`src/rtl/wb_stage.sv`:
```
// ---------------------------------------------------------------------------
// wb_stage -- writeback stage of the 5-stage MIPS pipeline.
//
// Latches the memory-stage bus, commits register-file writes, hosts the CP0
// registers (Status, Cause, EPC, Count, Compare, BadVAddr), resolves
// exceptions and eret, and drives the debug trace port.
//
// Ports:
//   clk, reset          clock, synchronous active-high reset
//   ms_to_ws_valid      memory stage holds a valid instruction
//   ms_to_ws_bus        {bd, rt_value, cp0_dest, eret, mtc0, mfc0, excp_valid,
//                        excode, gr_we, dest, final_result, pc}
//   ws_allowin          writeback stage can accept a new instruction
//   ws_to_rf_bus        register-file write port {we, waddr, wdata}
//   ws_to_ds_fw_bus     forwarding copy of the register-file write port
//   ext_int_in          level-sensitive hardware interrupt lines
//   cp0_general_bus     {eret_flush, int_pending, status_EXL, status_IE}
//   excp_flush          exception commits this cycle
//   cp0_epc             current EPC (eret target)
//   debug_wb_*          commit trace: pc, byte write enables, wnum, wdata
// ---------------------------------------------------------------------------
module wb_stage #(
   parameter int MS_TO_WS_BUS_WD = 120,
   parameter int WS_TO_RF_BUS_WD = 38
) (
   input  logic                       clk,
   input  logic                       reset,
   input  logic                       ms_to_ws_valid,
   input  logic [MS_TO_WS_BUS_WD-1:0] ms_to_ws_bus,
   output logic                       ws_allowin,
   output logic [WS_TO_RF_BUS_WD-1:0] ws_to_rf_bus,
   output logic [WS_TO_RF_BUS_WD-1:0] ws_to_ds_fw_bus,
   input  logic [5:0]                 ext_int_in,
   output logic [3:0]                 cp0_general_bus,
   output logic                       excp_flush,
   output logic [31:0]                cp0_epc,
   output logic [31:0]                debug_wb_pc,
   output logic [3:0]                 debug_wb_rf_wen,
   output logic [4:0]                 debug_wb_rf_wnum,
   output logic [31:0]                debug_wb_rf_wdata
);

   // CP0 addresses as {rd[4:0], sel[2:0]}
   localparam logic [7:0] CP0_BADVADDR = 8'h40;   // {8,0}
   localparam logic [7:0] CP0_COUNT    = 8'h48;   // {9,0}
   localparam logic [7:0] CP0_COMPARE  = 8'h58;   // {11,0}
   localparam logic [7:0] CP0_STATUS   = 8'h60;   // {12,0}
   localparam logic [7:0] CP0_CAUSE    = 8'h68;   // {13,0}
   localparam logic [7:0] CP0_EPC      = 8'h70;   // {14,0}

   localparam logic WS_READY_GO = 1'b1;

   // Pipeline registers
   logic                       ws_valid_q, ws_valid_d;
   logic [MS_TO_WS_BUS_WD-1:0] ms_bus_q, ms_bus_d;

   // CP0 state
   logic [31:0] badvaddr_q, badvaddr_d;
   logic [31:0] count_q,    count_d;
   logic [31:0] compare_q,  compare_d;
   logic        tick_q,     tick_d;
   logic [7:0]  im_q,       im_d;
   logic        exl_q,      exl_d;
   logic        ie_q,       ie_d;
   logic        cause_bd_q, cause_bd_d;
   logic        ti_q,       ti_d;
   logic [5:0]  ip_hw_q,    ip_hw_d;
   logic [1:0]  ip_sw_q,    ip_sw_d;
   logic [4:0]  exccode_q,  exccode_d;
   logic [31:0] epc_q,      epc_d;

   // Decoded fields of the latched instruction
   logic [31:0] pc_s;
   logic [31:0] result_s;
   logic [4:0]  dest_s;
   logic        gr_we_s;
   logic [4:0]  excode_s;
   logic        excp_valid_s;
   logic        mfc0_s;
   logic        mtc0_s;
   logic        eret_s;
   logic [7:0]  cp0_dest_s;
   logic [31:0] rt_value_s;
   logic        bd_s;

   logic        ws_act_s;
   logic        excp_flush_s;
   logic        eret_flush_s;
   logic        mtc0_we_s;
   logic        wr_count_s, wr_compare_s, wr_status_s, wr_cause_s, wr_epc_s;
   logic [31:0] status_rd_s;
   logic [31:0] cause_rd_s;
   logic [31:0] cp0_rdata_s;
   logic        rf_we_s;
   logic [31:0] rf_wdata_s;
   logic        int_pending_s;

   assign pc_s         = ms_bus_q[31:0];
   assign result_s     = ms_bus_q[63:32];
   assign dest_s       = ms_bus_q[68:64];
   assign gr_we_s      = ms_bus_q[69];
   assign excode_s     = ms_bus_q[74:70];
   assign excp_valid_s = ms_bus_q[75];
   assign mfc0_s       = ms_bus_q[76];
   assign mtc0_s       = ms_bus_q[77];
   assign eret_s       = ms_bus_q[78];
   assign cp0_dest_s   = ms_bus_q[86:79];
   assign rt_value_s   = ms_bus_q[118:87];
   assign bd_s         = ms_bus_q[119];

   // Gating with reset keeps every commit-side output at 0 while reset is held,
   // including the first cycle before the synchronous reset has taken effect.
   assign ws_act_s     = ws_valid_q & ~reset;
   assign excp_flush_s = ws_act_s & excp_valid_s;
   assign eret_flush_s = ws_act_s & eret_s & ~excp_valid_s;
   assign mtc0_we_s    = ws_act_s & mtc0_s & ~excp_valid_s;
   assign ws_allowin   = ~ws_valid_q | WS_READY_GO;

   // Handshake: next valid bit and bus latch
   always_comb begin
      ws_valid_d = ws_valid_q;
      ms_bus_d   = ms_bus_q;
      if (excp_flush_s | eret_flush_s) begin
         ws_valid_d = 1'b0;
      end else if (ws_allowin) begin
         ws_valid_d = ms_to_ws_valid;
      end else begin
         ws_valid_d = ws_valid_q;
      end
      if (ms_to_ws_valid & ws_allowin) begin
         ms_bus_d = ms_to_ws_bus;
      end else begin
         ms_bus_d = ms_bus_q;
      end
   end

   // Decode mtc0 target into per-register write strobes
   always_comb begin
      wr_count_s   = 1'b0;
      wr_compare_s = 1'b0;
      wr_status_s  = 1'b0;
      wr_cause_s   = 1'b0;
      wr_epc_s     = 1'b0;
      case (cp0_dest_s)
         CP0_COUNT:   wr_count_s   = mtc0_we_s;
         CP0_COMPARE: wr_compare_s = mtc0_we_s;
         CP0_STATUS:  wr_status_s  = mtc0_we_s;
         CP0_CAUSE:   wr_cause_s   = mtc0_we_s;
         CP0_EPC:     wr_epc_s     = mtc0_we_s;
         default:     wr_count_s   = 1'b0;
      endcase
   end

   // Timer: Count, Compare, tick toggle and the TI flag
   always_comb begin
      tick_d    = ~tick_q;
      count_d   = count_q;
      compare_d = compare_q;
      ti_d      = ti_q;
      if (wr_count_s) begin
         count_d = rt_value_s;
      end else if (tick_q) begin
         count_d = count_q + 32'd1;
      end else begin
         count_d = count_q;
      end
      if (wr_compare_s) begin
         compare_d = rt_value_s;
      end else begin
         compare_d = compare_q;
      end
      // A Compare write beats a same-cycle match
      if (wr_compare_s) begin
         ti_d = 1'b0;
      end else if (count_q == compare_q) begin
         ti_d = 1'b1;
      end else begin
         ti_d = ti_q;
      end
   end

   // Status, Cause, EPC and BadVAddr updates from exceptions, eret and mtc0
   always_comb begin
      im_d       = im_q;
      exl_d      = exl_q;
      ie_d       = ie_q;
      cause_bd_d = cause_bd_q;
      exccode_d  = exccode_q;
      epc_d      = epc_q;
      badvaddr_d = badvaddr_q;
      ip_hw_d    = {ext_int_in[5] | ti_q, ext_int_in[4:0]};
      ip_sw_d    = ip_sw_q;

      if (excp_flush_s) begin
         exl_d     = 1'b1;
         exccode_d = excode_s;
         // A nested exception keeps the original return point
         if (!exl_q) begin
            epc_d      = bd_s ? (pc_s - 32'd4) : pc_s;
            cause_bd_d = bd_s;
         end else begin
            epc_d      = epc_q;
            cause_bd_d = cause_bd_q;
         end
         if ((excode_s == 5'h04) || (excode_s == 5'h05)) begin
            badvaddr_d = result_s;
         end else begin
            badvaddr_d = badvaddr_q;
         end
      end else if (eret_flush_s) begin
         exl_d = 1'b0;
      end else if (wr_status_s) begin
         im_d  = rt_value_s[15:8];
         exl_d = rt_value_s[1];
         ie_d  = rt_value_s[0];
      end else begin
         exl_d = exl_q;
      end

      if (wr_cause_s) begin
         ip_sw_d = rt_value_s[9:8];
      end else begin
         ip_sw_d = ip_sw_q;
      end

      if (wr_epc_s) begin
         epc_d = rt_value_s;
      end else begin
         cause_bd_d = cause_bd_d;
      end
   end

   // All state registers, synchronous reset
   always_ff @(posedge clk) begin
      if (reset) begin
         ws_valid_q <= 1'b0;
         ms_bus_q   <= '0;
         badvaddr_q <= 32'd0;
         count_q    <= 32'd0;
         compare_q  <= 32'd0;
         tick_q     <= 1'b0;
         im_q       <= 8'd0;
         exl_q      <= 1'b0;
         ie_q       <= 1'b0;
         cause_bd_q <= 1'b0;
         ti_q       <= 1'b0;
         ip_hw_q    <= 6'd0;
         ip_sw_q    <= 2'd0;
         exccode_q  <= 5'd0;
         epc_q      <= 32'd0;
      end else begin
         ws_valid_q <= ws_valid_d;
         ms_bus_q   <= ms_bus_d;
         badvaddr_q <= badvaddr_d;
         count_q    <= count_d;
         compare_q  <= compare_d;
         tick_q     <= tick_d;
         im_q       <= im_d;
         exl_q      <= exl_d;
         ie_q       <= ie_d;
         cause_bd_q <= cause_bd_d;
         ti_q       <= ti_d;
         ip_hw_q    <= ip_hw_d;
         ip_sw_q    <= ip_sw_d;
         exccode_q  <= exccode_d;
         epc_q      <= epc_d;
      end
   end

   // Architectural views; BEV is hard-wired to 1
   assign status_rd_s = {9'd0, 1'b1, 6'd0, im_q, 6'd0, exl_q, ie_q};
   assign cause_rd_s  = {cause_bd_q, ti_q, 14'd0, ip_hw_q, ip_sw_q, 1'b0, exccode_q, 2'd0};

   // mfc0 read mux; unmapped addresses read 0
   always_comb begin
      cp0_rdata_s = 32'd0;
      case (cp0_dest_s)
         CP0_BADVADDR: cp0_rdata_s = badvaddr_q;
         CP0_COUNT:    cp0_rdata_s = count_q;
         CP0_COMPARE:  cp0_rdata_s = compare_q;
         CP0_STATUS:   cp0_rdata_s = status_rd_s;
         CP0_CAUSE:    cp0_rdata_s = cause_rd_s;
         CP0_EPC:      cp0_rdata_s = epc_q;
         default:      cp0_rdata_s = 32'd0;
      endcase
   end

   assign rf_we_s       = ws_act_s & gr_we_s & ~excp_valid_s;
   assign rf_wdata_s    = mfc0_s ? cp0_rdata_s : result_s;
   assign int_pending_s = (|({ip_hw_q, ip_sw_q} & im_q)) & ie_q & ~exl_q & ~reset;

   assign ws_to_rf_bus    = {rf_we_s, dest_s, rf_wdata_s};
   assign ws_to_ds_fw_bus = {rf_we_s, dest_s, rf_wdata_s};
   assign excp_flush      = excp_flush_s;
   assign cp0_general_bus = {eret_flush_s, int_pending_s, exl_q & ~reset, ie_q & ~reset};
   assign cp0_epc         = reset ? 32'd0 : epc_q;

   assign debug_wb_pc       = pc_s;
   assign debug_wb_rf_wen   = {4{rf_we_s}};
   assign debug_wb_rf_wnum  = dest_s;
   assign debug_wb_rf_wdata = rf_wdata_s;

endmodule

```
`config.mk`:
```
export PLATFORM = sky130hd
export DESIGN_NAME = wb_stage
export DESIGN_NICKNAME = d
export VERILOG_FILES = /design/src/rtl/wb_stage.sv
export SDC_FILE = /design/constraint.sdc
export NUM_CORES = 1
export LEC_CHECK = 0
export CORE_AREA = 2 2 163 165
export CTS_BUF_LIST = sky130_fd_sc_hd__clkbuf_8 sky130_fd_sc_hd__clkbuf_16
export CTS_CLUSTER_DIAMETER = 100
export DETAILED_ROUTE_END_ITERATION = 16
export DIE_AREA = 0 0 165 167
export DONT_BUFFER_PORTS = 1
export GPL_TIMING_DRIVEN = 1
export PLACE_DENSITY = 0.73
export SETUP_SLACK_MARGIN = 0.5
export SYNTH_ARGS = -nofsm -noshare
export SYNTH_HDL_FRONTEND = slang
export SYNTH_SLANG_ARGS = --single-unit
```
`constraint.sdc`:
```
create_clock -name clk -period 6.2 [get_ports clk]
set_input_delay 1.55 -clock clk [delete_from_list [all_inputs] [get_ports clk]]
set_output_delay 1.55 -clock clk [all_outputs]
set_load 0.01 [all_outputs]
```
# Word level (Yosys, flattened, before mapping)
# Index checks and enable logic that the tools add are counted.
# word_totals
reg_bits	275
latch_bits	0
ram_bits	0
romBits	0
in_bits	129
output_inout_bits	187
elab_cells	77
mem_count	0
# op_classes
add_sub_neg	2
mul	0
div_mod_pow	0
order_cmp	0
eq_ne	10
shift	0
mux	17
bitwise_logic	22
n_reduce_logical	11
# op_table
operator	count
2-to-1 mux 32 bit	8
one-hot mux 32 bit (6 select lines)	1
== test 8 x 7 -> 1 bit (second input constant)	6
adder 32 x 1 -> 32 bit (second input constant)	1
== test 32 bit	1
subtractor 32 x 3 -> 32 bit (second input constant)	1
bitwise AND 1 bit	13
== test 5 x 3 -> 1 bit (second input constant)	2
bitwise AND 8 bit	1
2-to-1 mux 1 bit	8
OR reduction 8 bit	1
NOT 1 bit	6
AND reduction 2 bit	3
nonzero test 2 bit	2
OR reduction 2 bit	2
AND reduction 3 bit	1
nonzero test 3 bit	1
!= test 2 x 1 -> 1 bit (second input constant)	1
OR 1 bit	2
logical OR 1 bit	1

# Longest topological paths before layout
# depth
ltp_word	8
ltp_mapped	9
ltp_nobuf	7

# Worst setup path before layout
# Ideal clock, no wire load.
# synth_path
path_kind	input -> output
startpoint	input port reset
endpoint	output port cp0_general_bus[2]
t_arrival_ps	2390
required_ps	4650
setup_slack_ps	2260
path_stages	5
path_buffers	3
cell_sequence	buf_2 clkbuf_1 nor2b_1 and3b_1 buf_4
# synth_between
elab_chain_cells	2
# synth_lines
element	line	text
start: declaration	27	input logic reset,
NOT 1 bit	290	assign int_pending_s = (|({ip_hw_q, ip_sw_q} & im_q)) & ie_q & ~exl_q & ~reset;
bitwise AND 1 bit	290	
end: declaration	34	output logic [3:0] cp0_general_bus,
# Every way passes these cells.

# Worst setup path in the final report
# layout_path
startpoint	register ms_bus_q[83]
endpoint	output port ws_to_ds_fw_bus[7]
# layout_between
elab_chain_cells	3
word_cells_on_any_way	8
cone_classes	6 x eq/ne; 2 x mux
# layout_lines
element	line	text
start: declaration	55	logic [MS_TO_WS_BUS_WD-1:0] ms_bus_q, ms_bus_d;
start signal: assignment	253	ms_bus_q <= ms_bus_d;
== test 8 x 7 -> 1 bit	277	case (cp0_dest_s)
one-hot mux 32 bit (6 select lines) (*)	277	
2-to-1 mux 32 bit (*)	289	assign rf_wdata_s = mfc0_s ? cp0_rdata_s : result_s;
end: declaration	32	output logic [WS_TO_RF_BUS_WD-1:0] ws_to_ds_fw_bus,
# Mark *: on every way between the ends. The rest lies on a longest branch, timed or not.

==> impl_metrics.json <==
{
  "dieArea_um2": 27560,
  "vias_per_cell": 6.087,
  "power_leakage_nw": 5.204,
  "slew_headroom_pct": 18.89,
  "setup_viol": 0,
  "synthArstFlopShare_pct": 0,
  "yosys_most_used_dff": "dfxtp_1",
  "yosys-top-cells-area": "dfxtp_1, mux2i_1, buf_4",
  "clock_path_buffers": 3,
  "cap_violations": 0,
  "clkTransAtPathRegs_ns": 0.06,
  "setup_tns_ns": 0,
  "numPortBuffers": 0,
  "p_per_area_nw_per_um2": 280.0,
  "place_hpwl_um": 28780,
  "cp_top_family": "compound AO/OA/AOI/OAI gates",
  "wl_per_cell_um": 22.14,
  "endpoint_kind": "primary output",
  "ys_seq_area_share_pct": 39.24,
  "critPathKind": "register to primary output",
  "arrival_ns": 3.77,
  "rsz0062_at_grt": "no",
  "fin_crit_sh_pct": 85.85,
  "worstSkewPairLatency_ns": 0.55,
  "drt_first_iter_violations": 1073,
  "antenna_found_initial": 1,
  "grt_max_degree": 308,
  "io_pins": 316,
  "grt_pass1_vias": 10260,
  "power.share.clock_pct": 46.1,
  "grt-ovfl-total": 0,
  "synth_top_cell_area_share_pct": 39.24,
  "post_cts_buffers": 0,
  "fin_ws_ns": 0.8774,
  "max_freq_mhz": 187.9,
  "vias": 11060,
  "fp.dieH_um": 167,
  "drtAntennaViolNets": 0,
  "first_pass_iters": 5,
  "core_area_um2": 25760,
  "die_w_um": 165,
  "path_max_fanout": 22,
  "hold_ws_ns": 0.4579,
  "track_usage_pct": 28.56,
  "htree_levels": 1,
  "drive_above_1_share_pct": 5.334,
  "layout.nets": 1589,
  "netSwitchingPower_mw": 0.9428,
  "synth_cells": 1662,
  "irDropWorstVdd_mv": 0.1823,
  "min_period_ns": 5.323,
  "hp-class": "register to register",
  "holdBufCountCts": 0,
  "cp-startpoint": "ms_bus_q[83]",
  "synth_most_common_cell": "dfxtp_1",
  "crit_slowest_cell": "o311ai_2",
  "synth_area_um2": 14030,
  "cts_sinks": 275,
  "start_kind": "register",
  "wl_um": 40230,
  "p_seq_share_pct": 48.3,
  "required_ns": 4.65,
  "cts_made_buffers": 30,
  "grt_pass1_wl_um": 61340,
  "synth_fp_nets": 1793,
  "hp-start": "badvaddr_q[3]",
  "fin_area_um2": 14140,
  "swShare_pct": 23.80,
  "start_util_pct": 54.46,
  "p_int_mw": 3.018,
  "yosysWarnings": 0,
  "cts_tree": "done",
  "finClkSkew_ns": 0.01326,
  "place_ws_ns": 1.566,
  "cts_root_buf": "clkbuf_16",
  "status": "completed",
  "placed_cell_area_um2": 13120,
  "yosysUniqueCellTypes": 56,
  "synth_top_cell_by_area": "dfxtp_1",
  "path_buf_inv": 2,
  "synth-seq-cells": 275,
  "row_count": 59,
  "cts.repair.resized": 0,
  "slew_viol_final": 0,
  "synthTopCellsByCount": "dfxtp_1, nor2_1, mux2i_1",
  "synth-edff-count": 0,
  "syn_area_per_cell_um2": 8.442,
  "drc_errors": 0,
  "area_growth_syn_to_layout_pct": 0.8114,
  "comb_power_share_pct": 5.6,
  "gp_congestion": 0.9318,
  "slowest_delay_ns": 0.99,
  "hold_viol": 0,
  "crit_chain": "clkinv_1 -> o311ai_2 -> buf_4 -> o22ai_1",
  "tightestPinTransition_ns": 1.212,
  "r2r-start": "ms_bus_q[83]"
}
-- worst min-delay path: cells and delay by family, from the launching register on --
kind	cells	cell delay, ns
flops	1	0.31
simple gates	1	0.05
compound gates	1	0.05
-- through the flow --
| stage | util, % | power, mW | instances |
|---|---|---|---|
| 2_1_floorplan | - | 2.215 | 1662 |
| 3_3_place_gp | 50.93 | 2.163 | 1761 |
| 3_5_place_dp | 50.93 | 2.169 | 1761 |
| 4_1_cts | 54.89 | 3.980 | 1816 |
| 5_1_grt | 54.89 | 4.094 | 1816 |
| 6_report | 54.90 | 3.961 | 1817 |
-- logic make-up after synthesis --
group / after synthesis / share of synthesized area, %
and+or+nand+nor: 566 / 19.28
AOI/OAI and AO/OA: 305 / 13.55
buffers and inverters: 276 / 10.87
DFF: 275 / 39.24
muxes: 151 / 11.49
xor gates and xnor gates: 86 / 5.368
adders and majority gates: 2 / 0.1783
other: 1 / 0.02673
-- routing by layer --
layer  GRT usage, %  up-vias  share of wire, %
met5              0        -                 0
met4          7.561        0               2.7
met3          7.173       72                10
met2          41.58      544                42
met1          41.91     5221                45
li1               -     5223                 -
-- cells in the final DEF, fill, tap and decap left out, drive strengths merged, types with 35 or more instances in the layout --
master,instances
xnor2,56
mux2i,142
o22ai,35
a22oi,42
nor2b,44
dfxtp,275
a21oi,110
nand2,139
inv,41
clkbuf,38
o21ai,47
nor2,234
-- layout make-up --
cell class,count,area [µm²]
Antenna cell,1,2.502
Clock buffer,38,872.1
Clock inverter,17,150.1
Fill cell,2423,11620
Inverter,31,116.4
Multi-Input combinational cell,1111,7012
Sequential cell,275,5505
Tap cell,335,419.2
Timing Repair Buffer,9,67.56
-- flip-flops by register name, summed over array words and instances, names as in the netlist --
signal	flops
ws_valid_q	1
epc_q	32
exl_q	1
ms_bus_q	120
ie_q	1
ti_q	1
badvaddr_q	32
cause_bd_q	1
count_q	32
ip_sw_q	2
ip_hw_q	6
tick_q	1
exccode_q	5
compare_q	32
im_q	8
-- worst paths after layout --
check                             to  slack (ns)  depth (start not counted)
hold / removal         badvaddr_q[3]        0.46                          2
setup / recovery  ws_to_ds_fw_bus[7]        0.88                          4
setup reg to reg            epc_q[4]        2.73                          6
hold reg to reg        badvaddr_q[3]        0.46                          2
-- power by group through the flow --
stage	Combinational, mW	Clock (mW)	Sequential (mW)
detailed placement	0.221	0	1.95
CTS	0.222	1.85	1.91
floorplan	0.317	0	1.90
global placement	0.216	0	1.95
finish	0.223	1.83	1.91
global route	0.248	1.93	1.92
No activity file was read; power rests on OpenSTA's default activity.
